`config.mk`:
```
export PLATFORM = sky130hd
export DESIGN_NAME = fetch_unit
export DESIGN_NICKNAME = d
export VERILOG_FILES = /design/src/rtl/fetch_unit.sv
export SDC_FILE = /design/constraint.sdc
export NUM_CORES = 1
export LEC_CHECK = 0
export ABC_CLOCK_PERIOD_IN_PS = 4500
export BUFFER_PORTS_ARGS = -buffer_cell sky130_fd_sc_hd__buf_2
export CAP_MARGIN = 20
export CORE_MARGIN = 2
export CORE_UTILIZATION = 40
export DETAILED_ROUTE_END_ITERATION = 8
export HOLD_SLACK_MARGIN = 0.12
export PLACE_DENSITY = 0.59
export SETUP_SLACK_MARGIN = 0.5
export SLEW_MARGIN = 20
export SYNTH_ARGS = -nofsm -noshare
export SYNTH_HDL_FRONTEND = slang
export SYNTH_SLANG_ARGS = --single-unit
```
`constraint.sdc`:
```
create_clock -name clk -period 4.5 [get_ports clk]
set_clock_uncertainty 0.15 [all_clocks]
set_input_delay 0 -clock clk [delete_from_list [all_inputs] [get_ports clk]]
set_output_delay 0 -clock clk [all_outputs]
set_load 0.02 [all_outputs]
```
`src/rtl/fetch_unit.sv`:
```
// MIPS instruction fetch stage with IF/ID register, one-entry skid buffer for decode
// stalls, and branch redirect that drains any request already issued to memory.
module fetch_unit #(
  parameter logic [31:0] RESET_PC = 32'h0000_0000
) (
  input  logic        clk,
  input  logic        rst_n,
  output logic        imem_req,
  output logic [31:0] imem_addr,
  input  logic        imem_ack,
  input  logic [31:0] imem_rdata,
  input  logic        stall,
  input  logic        branch_taken,
  input  logic [31:0] branch_target,
  output logic        if_valid,
  output logic [31:0] if_instr,
  output logic [31:0] if_pc,
  output logic [31:0] if_pc_plus4,
  output logic [5:0]  opcode,
  output logic [5:0]  funct
);

  typedef enum logic [1:0] {FETCH, DRAIN, HOLD} state_e;

  state_e      state_q, state_d;
  logic        req_q, req_d;
  logic [31:0] pc_q, pc_d;
  logic [31:0] tgt_q, tgt_d;
  logic        if_valid_q, if_valid_d;
  logic [31:0] if_instr_q, if_instr_d;
  logic [31:0] if_pc_q, if_pc_d;
  logic [31:0] if_pc_plus4_q, if_pc_plus4_d;
  logic        skid_vld_q, skid_vld_d;
  logic [31:0] skid_instr_q, skid_instr_d;
  logic [31:0] skid_pc_q, skid_pc_d;

  logic        ack_v;
  logic        occupied_stall;
  logic [31:0] tgt_al;
  logic [31:0] pc_inc;

  // An ack only counts against a request we actually issued.
  assign ack_v          = imem_ack & req_q;
  assign occupied_stall = stall & if_valid_q;
  assign tgt_al         = {branch_target[31:2], 2'b00};
  assign pc_inc         = pc_q + 32'd4;

  always_ff @(posedge clk or negedge rst_n) begin
    if (!rst_n) state_q <= FETCH;
    else        state_q <= state_d;
  end

  always_comb begin
    state_d = state_q;
    unique case (state_q)
      FETCH: begin
        if (branch_taken)                state_d = (req_q && !ack_v) ? DRAIN : FETCH;
        else if (ack_v && occupied_stall) state_d = HOLD;
      end
      DRAIN:   if (ack_v) state_d = FETCH;
      HOLD:    if (branch_taken || !stall) state_d = FETCH;
      default: state_d = FETCH;
    endcase
  end

  always_comb begin
    req_d         = (state_d != HOLD);
    pc_d          = pc_q;
    tgt_d         = tgt_q;
    if_valid_d    = 1'b0;
    if_instr_d    = '0;
    if_pc_d       = if_pc_q;
    if_pc_plus4_d = if_pc_plus4_q;
    skid_vld_d    = skid_vld_q;
    skid_instr_d  = skid_instr_q;
    skid_pc_d     = skid_pc_q;
    if (branch_taken) begin
      skid_vld_d = 1'b0;
      // While draining, the old address must stay on the bus; park the target.
      if (state_d == DRAIN) tgt_d = tgt_al;
      else                  pc_d  = tgt_al;
    end else begin
      unique case (state_q)
        FETCH: begin
          if (ack_v) begin
            pc_d = pc_inc;
            if (occupied_stall) begin
              if_valid_d   = if_valid_q;
              if_instr_d   = if_instr_q;
              skid_vld_d   = 1'b1;
              skid_instr_d = imem_rdata;
              skid_pc_d    = pc_q;
            end else begin
              if_valid_d    = 1'b1;
              if_instr_d    = imem_rdata;
              if_pc_d       = pc_q;
              if_pc_plus4_d = pc_inc;
            end
          end else if (occupied_stall) begin
            if_valid_d = if_valid_q;
            if_instr_d = if_instr_q;
          end
        end
        DRAIN: if (ack_v) pc_d = tgt_q;
        HOLD: begin
          if (stall) begin
            if_valid_d = if_valid_q;
            if_instr_d = if_instr_q;
          end else begin
            if_valid_d    = skid_vld_q;
            if_instr_d    = skid_vld_q ? skid_instr_q : 32'h0;
            if_pc_d       = skid_pc_q;
            if_pc_plus4_d = skid_pc_q + 32'd4;
            skid_vld_d    = 1'b0;
          end
        end
        default: ;
      endcase
    end
  end

  always_ff @(posedge clk or negedge rst_n) begin
    if (!rst_n) begin
      req_q         <= 1'b0;
      pc_q          <= RESET_PC;
      if_valid_q    <= 1'b0;
      if_instr_q    <= '0;
      if_pc_q       <= '0;
      if_pc_plus4_q <= '0;
      skid_vld_q    <= 1'b0;
    end else begin
      req_q         <= req_d;
      pc_q          <= pc_d;
      if_valid_q    <= if_valid_d;
      if_instr_q    <= if_instr_d;
      if_pc_q       <= if_pc_d;
      if_pc_plus4_q <= if_pc_plus4_d;
      skid_vld_q    <= skid_vld_d;
    end
  end

  // Target and skid payload are qualified by state/skid_vld, so they need no reset.
  always_ff @(posedge clk) begin
    tgt_q        <= tgt_d;
    skid_instr_q <= skid_instr_d;
    skid_pc_q    <= skid_pc_d;
  end

  assign imem_req    = req_q;
  assign imem_addr   = pc_q;
  assign if_valid    = if_valid_q;
  assign if_instr    = if_instr_q;
  assign if_pc       = if_pc_q;
  assign if_pc_plus4 = if_pc_plus4_q;
  assign opcode      = if_instr_q[31:26];
  assign funct       = if_instr_q[5:0];

endmodule

```
==> flow_metrics.env <==
export IMPL_cts_sinks=219
export IMPL_synthToLayoutAreaGrowth_pct=33.01
export IMPL_yosys_warnings=0
export IMPL_fin_crit_ns=2.897
export IMPL_hold_viol=0
export IMPL_slew_limit_headroom_pct=31.06
export IMPL_critPathArrivalTime_ns=2.97
export IMPL_async_flop_share_pct=57.99
export IMPL_routedWlPerCell_um=18.57
export IMPL_io_pins=211
export IMPL_path_clk_slew_ns=0.06
export IMPL_fp_dieW_um=163.8
export IMPL_crit_buf_inv=3
export IMPL_die_area_sq_mm=0.02682
export IMPL_slew_violations=0
export IMPL_seq_area_sq_mm=0.005941
export IMPL_drtAntennaViolNets=0
export IMPL_netlist_instances=974
export IMPL_drc_errors=0
export IMPL_setup_viol=0
export IMPL_cts_tree="built"
export IMPL_dr_pass1_iters=5
export IMPL_rsz0062_at_grt="no"
export IMPL_gp_congestion=0.8235
export IMPL_outcome="completed"
export IMPL_critPathKind="reg2reg"
export IMPL_dpl_instance_area_sq_mm=0.01140
export IMPL_fin_ws_ns=1.603
export IMPL_worst_slew_pin_slew_ns=1.032
export IMPL_final_common_cell="buf_2"
export IMPL_wl_met2_mm=13.98
export IMPL_ys_seq_area_share_pct=58.19
export IMPL_start_util_pct=40.66
export IMPL_finalSetupTns_ns=0
export IMPL_gr_total_overflow=0
export IMPL_instances_no_fill=1621
export IMPL_cts_resized=0
export IMPL_fin_hold_ws_ns=0.1776
export IMPL_synth_edf_count=92
export IMPL_p_per_area_mw_per_mm2=427.7
export IMPL_hpwl_mm=19.62
export IMPL_cp_top_family="buffers and inverters"
export IMPL_cts_buffers=26
export IMPL_nFillCells=2293
export IMPL_critPathLaunchType="flip-flop"
export IMPL_crit_path_top_delay_cell="inv_2"
export IMPL_critPathMaxFanout=34
export IMPL_layout_nets=1341
export IMPL_drt_iter0_markers=696
export IMPL_first_global_vias=8393
export IMPL_pre_cts_slack_ns=1.611
export IMPL_cp_cell_sequence="nand3b_1 > nor2_2 > buf_4 > nand3_1 > inv_2 > buf_12"
export IMPL_grt_use_total_pct=22.36
export IMPL_clock_fmax_ghz=0.3452
export IMPL_max_stage_delay_ns=0.58
export IMPL_layout_common_cells="buf_2, nand2_1, dlygate4sd3_1, dfrtp_1, edfxtp_1"
export IMPL_leakage_nw=5.612
export IMPL_peakVddDrop_mv=0.3024
export IMPL_routed_wl_mm=30.11
export IMPL_numPlacedInstances=1442
export IMPL_layout_drive_gt1_share_pct=21.47
export IMPL_htreeDepth=1
export IMPL_cts_setup_buffers=0
export IMPL_routed_via_density=5.352
export IMPL_met1_length_mm=13.50
export IMPL_cap_violations=0
export IMPL_clockBufferDepth=3
export IMPL_wl_met3_mm=2.093
export IMPL_port_buffers=202
export IMPL_cts_root_buffer="clkbuf_16"
export IMPL_cts_hold_buffers=130
export IMPL_row_count=58
export IMPL_grt_max_degree=92
export IMPL_syn_area_per_cell_sq_um=10.48
export IMPL_cp_end_kind="flip-flop"
export IMPL_vias=8675
export IMPL_synth_ff_type="dfrtp_1"
export IMPL_worstHoldPathType="in2reg"
export IMPL_design_area_sq_mm=0.01358
export IMPL_cp_required_ns=4.57
export IMPL_finalCritPeriodShare_pct=64.37
export IMPL_die_y_um=163.8
export IMPL_ys_ff_latch=219
export IMPL_grt_pass1_wl_mm=47.43
export IMPL_core_area_sq_mm=0.02511
export IMPL_syn_area_sq_mm=0.01021
export IMPL_antenna_found_initial=0
export IMPL_multi_input_area_sq_mm=0.003882
export IMPL_synth_cell_types=66
export IMPL_clk_latency_ns=0.53
export IMPL_highest_layer="met4"
through the flow:
stage | util [%] | power [mW]
global placement | 45.41 | 3.626
CTS | 54.08 | 5.845
finish | 54.09 | 5.809
detailed placement | 45.41 | 3.646
floorplan | - | 3.203
global route | 54.08 | 6.078
cells in the mapped netlist (all sizes together), types with 3 or more instances:
cell | count | area share [%]
edfxtp | 92 | 27
and3 | 16 | 0.98
or3 | 3 | 0.18
a31oi | 37 | 2.3
o21ai | 85 | 4.2
nor3 | 13 | 0.64
o211ai | 11 | 0.81
mux2i | 6 | 0.59
buf | 42 | 2.5
a211oi | 3 | 0.22
nor2 | 71 | 2.6
nor2b | 4 | 0.25
inv | 8 | 0.29
o2bb2ai | 3 | 0.26
nand4 | 21 | 1.6
nor4 | 14 | 1.5
nand3 | 25 | 1.3
a221oi | 4 | 0.34
and2 | 4 | 0.25
o31ai | 6 | 0.44
and4 | 7 | 0.60
o31a | 5 | 0.43
clkbuf | 41 | 1.5
a22oi | 32 | 2.4
xor2 | 21 | 1.8
a32o | 4 | 0.39
dfrtp | 127 | 31
a21o | 3 | 0.22
nand2b | 6 | 0.37
a21oi | 36 | 1.8
o221ai | 8 | 0.69
nand2 | 165 | 6.1
xnor2 | 22 | 1.9
routing by layer:
layer / GRT usage, % / vias to the layer above
li1: - / 4141
met1: 31.81 / 4192
met2: 35.79 / 309
met3: 4.343 / 33
met4: 4.665 / 0
met5: 0 / -
worst min-delay path: cells and delay by family:
family	cells	cell delay, ns
AO/OA/AOI/OAI	2	0.17
buffers and inverters	2	0.63
report_power, final:
| part | internal (mW) | total (mW) | switching (mW) |
|---|---|---|---|
| Combinational | 0.437 | 1.15 | 0.711 |
| Sequential | 2.32 | 2.55 | 0.231 |
| Clock | 1.28 | 2.11 | 0.836 |
| Total | 4.03 | 5.81 | 1.78 |
state kept, by name, summed over array words and instances, names as in the netlist:
signal / flops
if_pc: 30
if_pc_plus4: 30
tgt_q: 30
if_valid: 1
skid_vld_q: 1
if_instr: 32
skid_pc_q: 30
imem_req: 1
skid_instr_q: 32
imem_addr: 30
state_q: 2
area by class of cell:
type,count,share of cell area (%)
multi-input cells,669,28.59
diodes,1,0.01843
well taps,330,3.040
clock inverters,10,0.7463
repair buffers,346,18.07
flip-flops and latches,219,43.74
inverters,8,0.2211
clock buffers,38,5.574
logic make-up after synthesis:
logic type      synth area share, %
buf+inv                       4.363
other cells                 0.03673
flops                         58.19
compound gates                15.87
mux                          0.8088
simple gates                  16.80
xor+xnor                      3.689
fa+ha+maj                    0.2451
path summary, 6_finish.rpt:
kind,slack (ns),from,cells after the start,endpoint
max in group asynchronous,3.34,rst_n,4,imem_addr[2]
worst min-delay path,0.18,branch_target[2],4,imem_addr[2]
worst max register to register,1.60,state_q[1],6,skid_instr_q[2]
worst max-delay path,1.60,state_q[1],6,skid_instr_q[2]
worst min register to register,0.32,if_pc_plus4[10],2,if_pc_plus4[10]
min in group asynchronous,0.45,rst_n,4,if_pc_plus4[5]
(Power assumes the default switching activity.)
